### src/rtl/ifq_pkg.sv
// Shared constants for the instruction fetch queue: opcode field, HALT encoding,
// default geometry and the fetch stop-state encoding.
package ifq_pkg;

    localparam int OPCODE_W        = 4;
    localparam logic [OPCODE_W-1:0] OP_HALT = 4'hF;

    localparam int INST_CAP_DEF    = 20;
    localparam int INST_LEN_DEF    = 12;
    localparam int DATA_LEN_DEF    = 8;
    localparam int QUEUE_DEPTH_DEF = 4;

    // ST_HALT is only ever entered when HALT-stop support is compiled in.
    typedef enum logic {
        ST_RUN  = 1'b0,
        ST_HALT = 1'b1
    } fetch_state_e;

endpackage

### src/rtl/ifq_fifo.sv
// Circular-buffer FIFO with wrap-bit pointers, synchronous clear and
// full/empty/count flags. Push while full and pop while empty are ignored.
module ifq_fifo #(
    parameter int WIDTH = 8,
    parameter int DEPTH = 4
) (
    input  logic                     clk,
    input  logic                     rstn,
    input  logic                     clr,
    input  logic                     push,
    input  logic [WIDTH-1:0]         wdata,
    input  logic                     pop,
    output logic [WIDTH-1:0]         rdata,
    output logic                     full,
    output logic                     empty,
    output logic [$clog2(DEPTH):0]   count
);

    localparam int PW = $clog2(DEPTH);

    logic [WIDTH-1:0] mem [DEPTH];
    logic [PW:0]      wr_ptr;
    logic [PW:0]      rd_ptr;
    logic             do_push;
    logic             do_pop;

    assign do_push = push && !full;
    assign do_pop  = pop && !empty;

    always_ff @(posedge clk or negedge rstn) begin
        if (!rstn) begin
            wr_ptr <= '0;
            rd_ptr <= '0;
        end else if (clr) begin
            wr_ptr <= '0;
            rd_ptr <= '0;
        end else begin
            // NOTE: non-blocking assignments so every register samples pre-edge values.
            if (do_push) wr_ptr <= wr_ptr + 1'b1;
            if (do_pop)  rd_ptr <= rd_ptr + 1'b1;
        end
    end

    // NOTE: the storage array has no reset; the pointers alone define which entries are live.
    always_ff @(posedge clk) begin
        if (do_push && !clr) mem[wr_ptr[PW-1:0]] <= wdata;
    end

    assign count = wr_ptr - rd_ptr;
    assign full  = (count == (PW+1)'(DEPTH));
    assign empty = (wr_ptr == rd_ptr);
    assign rdata = mem[rd_ptr[PW-1:0]];

endmodule

### src/rtl/inst_fetch_queue.sv
// Instruction prefetch queue: credit-limited ROM reads into ifq_fifo, redirect flush.
// Define IFQ_HALT_STOP_EN to stop fetching once a HALT (opcode 4'hF) word is queued.
module inst_fetch_queue
    import ifq_pkg::*;
#(
    parameter int INST_CAP    = INST_CAP_DEF,
    parameter int INST_LEN    = INST_LEN_DEF,
    parameter int DATA_LEN    = DATA_LEN_DEF,
    parameter int QUEUE_DEPTH = QUEUE_DEPTH_DEF
) (
    input  logic                        clk,
    input  logic                        rstn,
    input  logic                        en,
    input  logic                        redirect,
    input  logic [$clog2(INST_CAP):0]   redirect_pc,
    output logic                        rom_r_en,
    output logic [$clog2(INST_CAP):0]   rom_addr,
    input  logic [INST_LEN-1:0]         rom_data,
    input  logic                        deq,
    output logic                        valid,
    output logic [OPCODE_W-1:0]         opcode,
    output logic [DATA_LEN-1:0]         operand,
    output logic [$clog2(INST_CAP):0]   inst_pc,
    output logic                        full,
    output logic                        empty
);

    localparam int AW = $clog2(INST_CAP) + 1;
    localparam int EW = INST_LEN + AW;
    localparam int CW = $clog2(QUEUE_DEPTH) + 1;
    localparam logic [AW-1:0] END_PC = AW'(INST_CAP);

    logic [AW-1:0]   fpc;
    logic [AW-1:0]   inflight_pc;
    logic            inflight;
    fetch_state_e    state;
    fetch_state_e    state_nxt;
    logic            issue;
    logic            push;
    logic            pop;
    logic            halt_push;
    logic            credit_ok;
    logic [CW-1:0]   count;
    logic [EW-1:0]   head;

    assign push = inflight && !redirect;
    assign pop  = deq && valid && !redirect;

`ifdef IFQ_HALT_STOP_EN
    assign halt_push = push && (rom_data[INST_LEN-1 -: OPCODE_W] == OP_HALT);
`else
    assign halt_push = 1'b0;
`endif

    // A read is only issued if its word is guaranteed a slot when it returns.
    assign credit_ok = (int'(count) + int'(inflight)) < QUEUE_DEPTH;

    // rstn gates the strobe so no read escapes while reset is held with en high.
    assign issue = rstn && en && !redirect && (fpc < END_PC) &&
                   (state == ST_RUN) && !halt_push && credit_ok;

    assign rom_r_en = issue;
    assign rom_addr = fpc;

    always_ff @(posedge clk or negedge rstn) begin
        if (!rstn) begin
            fpc         <= '0;
            inflight    <= 1'b0;
            inflight_pc <= '0;
        end else if (redirect) begin
            fpc      <= redirect_pc;
            inflight <= 1'b0;
        end else begin
            inflight <= issue;
            if (issue) begin
                fpc         <= fpc + 1'b1;
                inflight_pc <= fpc;
            end
        end
    end

    always_ff @(posedge clk or negedge rstn) begin
        if (!rstn) state <= ST_RUN;
        else       state <= state_nxt;
    end

    always_comb begin
        // NOTE: default first so no path leaves state_nxt unassigned and infers a latch.
        state_nxt = state;
        if (redirect)       state_nxt = ST_RUN;
        else if (halt_push) state_nxt = ST_HALT;
    end

    ifq_fifo #(
        .WIDTH (EW),
        .DEPTH (QUEUE_DEPTH)
    ) u_fifo (
        .clk   (clk),
        .rstn  (rstn),
        .clr   (redirect),
        .push  (push),
        .wdata ({rom_data, inflight_pc}),
        .pop   (pop),
        .rdata (head),
        .full  (full),
        .empty (empty),
        .count (count)
    );

    assign valid   = !empty;
    assign opcode  = head[EW-1 -: OPCODE_W];
    assign operand = head[AW +: DATA_LEN];
    assign inst_pc = head[AW-1:0];

endmodule

### config.mk
export PLATFORM = sky130hd
export DESIGN_NAME = inst_fetch_queue
export DESIGN_NICKNAME = d
export VERILOG_FILES = /design/src/rtl/ifq_pkg.sv /design/src/rtl/ifq_fifo.sv /design/src/rtl/inst_fetch_queue.sv
export SDC_FILE = /design/constraint.sdc
export NUM_CORES = 1
export LEC_CHECK = 0
export BUFFER_PORTS_ARGS = -buffer_cell sky130_fd_sc_hd__buf_2
export CORE_MARGIN = 1.5
export CORE_UTILIZATION = 55
export CTS_CLUSTER_DIAMETER = 100
export DETAILED_ROUTE_END_ITERATION = 7
export PLACE_DENSITY = 0.76
export SYNTH_ARGS = -nofsm -noshare
export SYNTH_HDL_FRONTEND = slang
export SYNTH_SLANG_ARGS = --single-unit
### constraint.sdc
create_clock -name clk -period 5.2 [get_ports clk]
set_clock_uncertainty 0.15 [all_clocks]
set_input_delay 1.56 -clock clk [delete_from_list [all_inputs] [get_ports clk]]
set_output_delay 1.56 -clock clk [all_outputs]
set_load 0.02 [all_outputs]
==> metrics, run 1 <==
Comb pwr share=0.082; initial DRC count=73; final estimated routing congestion in global placement=0.7945; commonest non-fill, non-tap cells in the layout=72 x edfxtp_1, 50 x buf_2, 19 x nand2_1, 19 x dfrtp_1, 18 x mux4_2; Post-Syn Nets=231; Worst Tran Pin Value=933.7 ps; total CTS buffers=9; IO Count=between 50 and 60; Clock Sinks=91; commonest non-fill, non-tap cell in the layout=edfxtp_1; final wirelength=approximately 5.8 mm; Yosys warning count=0; fin worst setup slack=745.5 ps; CP required=3490 ps; Fin Setup TNS=0 ps; drt wl/cell=17.14 um; crit path max-delay cell type=and4bb_2; Final Hold Fails=0; Clock Tree Buf Depth=2; Final setup viols=0; first-pass GRT wire length=9.466 mm; CTS Root Cell=clkbuf_8; largest net degree at the start of global routing=22; clock power share=0.350; Overflow after GRT=0; Worst Path Max Fanout=20; Die Wd=84.71 um; DRT antenna net count=0; Row Count=29; crit share post-route=0.8566; net load switching power=between 300 and 400 uW; vias in the first global route=1873; H-tree depth=3; Worst-path clk slew=90 ps; crit path cell chain=buf_2 > and4bb_2 > nand4_4 > inv_4 > buf_2; Hold WC Path Type=flip-flop to flip-flop; Switching Share=0.2298; Syn Inst Count=199; critical path class=input port to output pin; VDD IR-drop max=0.1901 mV; Int Power=1148 uW; reg-to-reg setup timing slack=~2300 ps; leak pwr=~0.0016 uW; Crit path largest cell delay=360 ps; register bit total from synthesis=91; synth unique cells=37; Pwr Total=1490 uW; # Max-Cap Violations=0; ANT cells=0; Core Area=0.006386 mm2; status=finished clean; Placement Setup Slack=745.1 ps; Port Buf Inserts=50; Max Fclk=0.2245 GHz; via count=roughly 1.9k; clk_lat worst skew=350 ps; Die Y=84.71 um; crit path capture type=output pin; DP HPWL=approximately 3.7 mm; setup repair bufs after CTS=0; area grow syn2layout=15.50%; final-stage net count=289; Remaining DRCs=0; slew margin rel.=0.3775; Final min period=4454 ps; max-slew violation total from the final report=0; Syn Area/Cell=18.45 um2; Worst EP arrival=2740 ps; # fillers=451; Starting Density=0.5750; cts hold-fix bufs=0; initial antenna violation count=0; vias per cell=5.501; CTS resizes=0; TritonCTS clock tree=built; die area=0.007176 mm2; crit start category=input port; most frequent CP cell=buf_2; sequential power share=0.569; first drt pass iteration count=4; Seq/Total Area, Yosys=0.7182; RSZ-0062 raised after global routing=no; synthesized area=0.003672 mm2; gr usage total=0.1814; layout cells sized above 1=0.3817; pwr/cell area=351.3 mW/mm2
==> area by class of cell <==
type	count	area, um2	share of cell area
sequential	91	2638	0.6218
inverter	8	32.53	0.007670
timing repair buffer	54	280.3	0.06608
multi-input combinational	93	972.2	0.2292
clock buffer	9	123.9	0.02920
clock inverter	7	98.84	0.02330
tap	77	96.34	0.02271
==> state kept, by name (all words and copies together), names as in the netlist <==
name,cells
u_fifo.rd_ptr,3
inflight_pc,6
u_fifo.mem,72
inflight,1
u_fifo.wr_ptr,3
rom_addr,6
==> metal layers <==
| metal | global-route usage | vias to the layer above | routed length [um] |
|---|---|---|---|
| li1 | - | 879 | - |
| met1 | 0.2369 | 928 | 2581 |
| met2 | 0.2857 | 52 | 2866 |
| met3 | 0.06096 | 6 | 306 |
| met4 | 0.07038 | 0 | 55 |
| met5 | 0 | - | 0 |
==> path summary, 6_finish.rpt <==
| kind | start | cells past startpoint | to |
|---|---|---|---|
| max | redirect | 5 | rom_r_en |
| min | inflight_pc[2] | 0 | u_fifo.mem[1][2] |
| max reg2reg | u_fifo.wr_ptr[0] | 7 | u_fifo.mem[0][6] |
| min reg2reg | inflight_pc[2] | 0 | u_fifo.mem[1][2] |
| max in group asynchronous | rstn | 2 | inflight_pc[3] |
| min in group asynchronous | rstn | 2 | rom_addr[2] |
==> cell usage after synthesis, drive strengths merged <==
library cell  count  area share
a211o             1      0.0024
a21oi             1      0.0014
a221o             1      0.0027
a32oi             1      0.0024
and2              4      0.0068
and4bb            1      0.0034
buf               3      0.0054
clkbuf            4      0.0041
dfrtp            19        0.13
edfxtp           72        0.59
fa                1      0.0055
ha                8       0.027
inv               8      0.0089
mux2              1      0.0031
mux2i             2      0.0055
mux4             18        0.11
nand2            19       0.019
nand3             3      0.0041
nand3b            1      0.0020
nand4             1      0.0058
nor2              7      0.0072
nor2b             2      0.0034
nor3              2      0.0027
nor3b             1      0.0034
o211ai            1      0.0020
o21ai             6       0.012
o311ai            1      0.0044
or2               1      0.0017
or3               2      0.0034
or3b              1      0.0024
xnor2             2      0.0048
xnor3             1      0.0065
xor2              3      0.0072
==> power groups by stage <==
| stage | clock [uW] | combinational, uW | sequential, uW |
|---|---|---|---|
| 2_1_floorplan | 0 | 78.2 | 862 |
| 3_3_place_gp | 0 | 122 | 862 |
| 3_5_place_dp | 0 | 124 | 864 |
| 4_1_cts | 531 | 124 | 848 |
| 5_1_grt | 558 | 135 | 852 |
| 6_report | 521 | 122 | 847 |
==> kinds of logic after synthesis <==
family / Yosys count / synth area share
adders and majority gates: 9 / 0.03271
muxes: 21 / 0.1189
AOI/OAI and AO/OA: 12 / 0.02760
buffers and inverters: 15 / 0.01840
and+or+nand+nor: 45 / 0.06576
xor gates and xnor gates: 6 / 0.01840
DFF: 91 / 0.7182
==> metrics by stage <==
stage,cells,util,instance area (um2),hold WS (ps)
final,339,0.6642,4242,380.6
after global routing,339,0.6642,4242,400.6
after CTS,339,0.6642,4242,390.1
after detailed placement,323,0.6293,4019,370.5
after global placement,323,0.6293,4019,352.3
after floorplan,199,-,3672,318.2
==> critical path: cells and delay by family <==
kind                   cells  cell delay [ps]
buffers and inverters      3              590
AND/OR/NAND/NOR            2              580
Note: power is estimated with default switching activity, not from simulation.
==> inputs of run 2 (changes only) <==
--- a/config.mk
+++ b/config.mk
@@ -7,10 +7,10 @@
 export LEC_CHECK = 0
 export BUFFER_PORTS_ARGS = -buffer_cell sky130_fd_sc_hd__buf_2
 export CORE_MARGIN = 1.5
-export CORE_UTILIZATION = 55
+export CORE_UTILIZATION = 51
 export CTS_CLUSTER_DIAMETER = 100
 export DETAILED_ROUTE_END_ITERATION = 7
-export PLACE_DENSITY = 0.76
+export PLACE_DENSITY = 0.74
 export SYNTH_ARGS = -nofsm -noshare
 export SYNTH_HDL_FRONTEND = slang
 export SYNTH_SLANG_ARGS = --single-unit
==> constraint.sdc (replaced) <==
create_clock -name clk -period 3.6 [get_ports clk]
set_clock_uncertainty 0.15 [all_clocks]
set_input_delay 1.08 -clock clk [delete_from_list [all_inputs] [get_ports clk]]
set_output_delay 1.08 -clock clk [all_outputs]
set_load 0.02 [all_outputs]
==> metrics, run 2 (synthesis gave the netlist of run 1 again) <==
first drt pass iteration count=4 (unchanged); initial DRC count=94 (+29%); Remaining DRCs=0 (unchanged); status=finished clean; clk_lat worst skew=360 ps (about the same); DP HPWL=3.837 mm (+2.9%); crit share post-route=0.9572; fin area=0.004250 mm2 (+0.21%); Pwr Total=2042 uW (+37%); fin worst setup slack=154.1 ps (-591.5 ps); Worst-path clk slew=100 ps (about the same); critical path class=flip-flop to output pin; leak pwr=0.001608 uW (about the same); Clock Sinks=91 (unchanged); vias per cell=5.283 (-4.0%); crit path capture type=output pin; DRT antenna net count=0 (unchanged); ANT cells=0 (unchanged); first-pass GRT wire length=9.528 mm (+0.65%); TritonCTS clock tree=built; Max Fclk=0.2902 GHz; Worst Tran Pin Value=940.8 ps (+7.074 ps); Final setup viols=0 (unchanged); Final min period=between 3000 and 4000 ps; commonest non-fill, non-tap cell in the layout=edfxtp_1; Placement Setup Slack=350.7 ps (-394.4 ps); Row Count=30 (+3.4%); pwr/cell area=480.5 mW/mm2 (+37%); die area=0.007719 mm2 (+7.6%); placed insts=344 (+6.5%); IO Count=51 (unchanged); final estimated routing congestion in global placement=0.6937 (-13%); CTS Root Cell=clkbuf_8; total CTS buffers=9 (unchanged); RSZ-0062 raised after global routing=no; Clock Tree Buf Depth=2 (unchanged); Port Buf Inserts=50 (unchanged); slew margin rel.=0.3728 (-0.004716); vias in the first global route=1934 (+3.3%); drt wl/cell=16.83 um (-1.8%); # Max-Cap Violations=0 (unchanged); crit start category=flip-flop; commonest non-fill, non-tap cells in the layout=72 x edfxtp_1, 50 x buf_2, 19 x nand2_1, 19 x dfrtp_1, 18 x mux4_2; Final Hold Fails=0 (unchanged); crit path cell chain=inv_2 > ha_1 > fa_1 > or3b_4 > nand4_4 > inv_4 > buf_2; Die Wd=87.86 um (+3.7%); cts hold-fix bufs=0 (unchanged); Worst Path Max Fanout=10 (-50%); Core Area=0.006869 mm2 (+7.6%); layout cells sized above 1=0.3887 (+0.007000); final non-filler cell total=361 (+6.5%); gr usage total=0.1706 (-0.01081); crit path max-delay cell type=fa_1; initial antenna violation count=0 (unchanged); max-slew violation total from the final report=0 (unchanged); Worst EP arrival=2220 ps (-520 ps); CP required=2370 ps (-1120 ps); Hold WC Path Type=flip-flop to flip-flop; final wirelength=6.077 mm (+4.6%); via count=1907 (+2.3%); Die Y=87.86 um (+3.7%); VDD IR-drop max=0.1803 mV (-5.2%); area grow syn2layout=15.74%; dpl cell area=0.004058 mm2 (+0.97%); Starting Density=0.5346 (-0.04043); Fin Setup TNS=0 ps (unchanged); max FFs per register=72 (unchanged); largest net degree at the start of global routing=22 (unchanged); final-stage net count=292 (+1.0%); H-tree depth=3 (unchanged); Crit path largest cell delay=450 ps (+90 ps); Overflow after GRT=0 (unchanged)
## run 2: cell count changes in the layout (fill, tap and decap cells not counted), sizes merged
cell / delta
inv: +2
clkinvlp: -1
buf: +3
clkinv: +1
bufinv: -2
## run 2: power breakdown
part	leakage, uW	internal (uW)	switching [uW]	total [uW]
Sequential	0.000902	1190	38.5	1230
Clock	0.0000942	263	371	634
Combinational	0.000612	76.6	105	182
## run 2: path summary, 6_finish.rpt
path	endpoint	cells after the start	slack, ps	start
worst max-delay path	rom_r_en	7	150	u_fifo.wr_ptr[0]
worst max register to register	u_fifo.mem[2][9]	7	710	u_fifo.wr_ptr[0]
worst min register to register	u_fifo.mem[1][5]	0	360	inflight_pc[5]
worst min-delay path	u_fifo.mem[1][5]	0	360	inflight_pc[5]
max in group asynchronous	inflight_pc[4]	2	2550	rstn
min in group asynchronous	u_fifo.rd_ptr[2]	2	530	rstn
## run 2: per-layer routing
layer  part of all wire  GRT usage
met5                  0          0
met4              0.014    0.08225
met3              0.046    0.03487
met2               0.50     0.2755
met1               0.44     0.2228
## run 2: area by class of cell
cell class              instances  area (um2)
well taps                      96       120.1
inverters                       8       32.53
repair buffers                 57       302.8
multi-input cells              93       974.7
clock buffers                   9       123.9
flip-flops and latches         91        2638
clock inverters                 7       58.81
fillers                       506        2619
## run 2: critical path, delay by kind of cell, from the launching register on
kind / cells / cell delay [ps]
adder cells (fa/ha/maj): 2 / 620
buffers and inverters: 3 / 330
flip-flops: 1 / 400
AND/OR/NAND/NOR: 2 / 530
## run 2: metrics by stage
stage / utilization / hold slack, ps
after global routing: 0.6188 / 393.5
after global placement: 0.5907 / 344.7
after detailed placement: 0.5907 / 359.1
after floorplan: - / 318.2
final: 0.6188 / 358.0
after CTS: 0.6184 / 368.1
## run 2: what timing repair did
item,4_1_cts,5_1_grt
pin swaps,0,0
endpoints found under the setup margin,1,1
gates resized for setup,1,1
buffers inserted,1,0
==> inputs of run 3 (changes only) <==
--- a/config.mk
+++ b/config.mk
@@ -10,7 +10,7 @@
 export CORE_UTILIZATION = 51
 export CTS_CLUSTER_DIAMETER = 100
 export DETAILED_ROUTE_END_ITERATION = 7
-export PLACE_DENSITY = 0.74
+export PLACE_DENSITY = 0.77
 export SYNTH_ARGS = -nofsm -noshare
 export SYNTH_HDL_FRONTEND = slang
 export SYNTH_SLANG_ARGS = --single-unit
==> metrics, run 3 (synthesis gave the netlist of run 1 again) <==
status=finished clean; vias in the first global route=1998 (+3.3%); Overflow after GRT=0 (unchanged); critical path class=flip-flop to output pin; DRT antenna net count=0 (unchanged); crit path cell chain=inv_2 > ha_1 > fa_1 > or3b_4 > nand4_4 > inv_4 > buf_2; final non-filler cell total=361 (unchanged); crit share post-route=0.9605 (+0.003282); total CTS buffers=9 (unchanged); Row Count=30 (unchanged); worst hold path depth=0 (unchanged); Clock Sinks=91 (unchanged); die area=0.007719 mm2 (unchanged); crit path max-delay cell type=fa_1; # fillers=539 (+6.5%); TritonCTS clock tree=built; final wirelength=5.928 mm (-2.5%); Final min period=3458 ps (+11.81 ps); Worst Path Max Fanout=10 (unchanged); Clock Tree Buf Depth=2 (unchanged); H-tree depth=3 (unchanged); placed insts=344 (unchanged); max-slew violation total from the final report=0 (unchanged); CTS Root Cell=clkbuf_8; Core Area=0.006869 mm2 (unchanged); multi-input combinational cell area=974.7 um2 (unchanged); sequential power share=0.611 (+0.011); Die Y=87.86 um (unchanged); RSZ-0062 raised after global routing=no; pwr/cell area=472.9 mW/mm2 (-1.6%); Worst Hold Path EP=u_fifo.mem[2][2]; vias per cell=5.224 (-1.1%); initial antenna violation count=0 (unchanged); final estimated routing congestion in global placement=0.7481 (+7.8%); cts hold-fix bufs=0 (unchanged); reg-to-reg setup timing slack=740 ps (+30 ps); Int Power=1515 uW (-0.79%); clock power share=0.298 (-0.012); initial DRC count=84 (-11%); commonest non-fill, non-tap cells in the layout=72 x edfxtp_1, 50 x buf_2, 19 x nand2_1, 19 x dfrtp_1, 18 x mux4_2; Worst-path clk slew=90 ps (about the same); R2R Path End=u_fifo.mem[1][8]; hold_sp=inflight_pc[2]; CP required=2370 ps (about the same); first-pass GRT wire length=9.756 mm (+2.4%); uppermost layer routed=met4; ANT cells=0 (unchanged); Worst R2R Start=u_fifo.wr_ptr[0]; gr usage total=0.1760 (+0.005443); # Max-Cap Violations=0 (unchanged); Final setup viols=0 (unchanged); DP HPWL=3.808 mm (-0.77%); via count=1886 (-1.1%); VDD IR-drop max=0.2390 mV (+33%); max FFs per register=72 (unchanged); crit start category=flip-flop; crit path capture type=output pin; Max Fclk=0.2892 GHz (-0.34%); Reg area=0.002638 mm2 (unchanged); met3 wire len=268 um (-4.3%); Placement Setup Slack=349.8 ps (-0.8850 ps); Worst Tran Pin Value=919.5 ps (-21.31 ps); Fin Setup TNS=0 ps (unchanged); Worst EP arrival=2230 ps (about the same); slew margin rel.=0.3870 (+0.01421); Die Wd=87.86 um (unchanged); commonest non-fill, non-tap cell in the layout=edfxtp_1; fin worst setup slack=142.2 ps (-11.81 ps); net load switching power=487.9 uW (-5.2%); reg2reg path depth=7 (unchanged); leak pwr=0.001594 uW (-0.86%); Hold WC Path Type=flip-flop to flip-flop; area grow syn2layout=15.37%; final-stage net count=292 (unchanged); first drt pass iteration count=4 (unchanged); Remaining DRCs=0 (unchanged); Starting Density=0.5346 (unchanged); Port Buf Inserts=50 (unchanged); WL met1=2.567 mm (-4.1%); layout cells sized above 1=0.3849 (-0.003774); Comb pwr share=0.090 (about the same); IO Count=51 (unchanged); Crit path largest cell delay=450 ps (about the same); Final Hold Fails=0 (unchanged); clk_lat worst skew=350 ps (about the same); Switching Share=0.2436 (-0.008541); met2 routed WL=2.994 mm (-1.4%); drt wl/cell=16.42 um (-2.5%); largest net degree at the start of global routing=22 (unchanged)
-- run 3: routing by layer --
layer / vias up / global-route usage
li1: 880 / -
met1: 941 / 0.2254
met2: 53 / 0.2908
met3: 12 / 0.03582
met4: 0 / 0.08225
met5: - / 0
-- run 3: layout make-up --
type,instances,share of cell area
sequential,91,0.6226
clock buffer,10,0.03012
multi-input combinational,93,0.2301
timing repair buffer,57,0.07147
tap,96,0.02835
inverter,8,0.007679
clock inverter,6,0.009746
-- run 3: worst max path at each step --
| stage | startpoint | to | cells past startpoint |
|---|---|---|---|
| final | u_fifo.wr_ptr[0] | rom_r_en | 7 |
| after global routing | u_fifo.wr_ptr[0] | rom_r_en | 7 |
| after CTS | u_fifo.wr_ptr[0] | rom_r_en | 7 |
| after detailed placement | u_fifo.wr_ptr[0] | rom_r_en | 7 |
| after global placement | u_fifo.wr_ptr[0] | rom_r_en | 7 |
| after floorplan | redirect | u_fifo.mem[3][0] | 3 |
-- run 3: power by group through the flow --
stage | logic (uW) | clock network [uW] | registers (uW)
floorplan | 113 | 0 | 1250
global placement | 178 | 0 | 1240
detailed placement | 183 | 0 | 1250
CTS | 185 | 614 | 1230
global route | 202 | 657 | 1230
finish | 181 | 598 | 1220
-- run 3: worst max-delay path: cells and delay by family (launching register included) --
kind / cells / cell delay, ps
and+or+nand+nor: 2 / 530
DFF: 1 / 400
buffers and inverters: 3 / 330
adders and majority gates: 2 / 620
-- run 3: repair_timing --
item	CTS	global route
gates resized for setup	1	1
endpoints found under the setup margin	1	1
buffers inserted	1	0
hold endpoints to repair	0	0
-- run 3: per-stage QoR --
step | cell area (um2) | total power (uW) | hold slack (ps) | utilization
finish | 4237 | 2003 | 369.1 | 0.6168
global route | 4237 | 2091 | 398.7 | 0.6168
CTS | 4234 | 2025 | 380.6 | 0.6164
detailed placement | 4058 | 1433 | 364.0 | 0.5907
global placement | 4058 | 1423 | 338.1 | 0.5907
floorplan | 3672 | 1359 | 318.2 | -
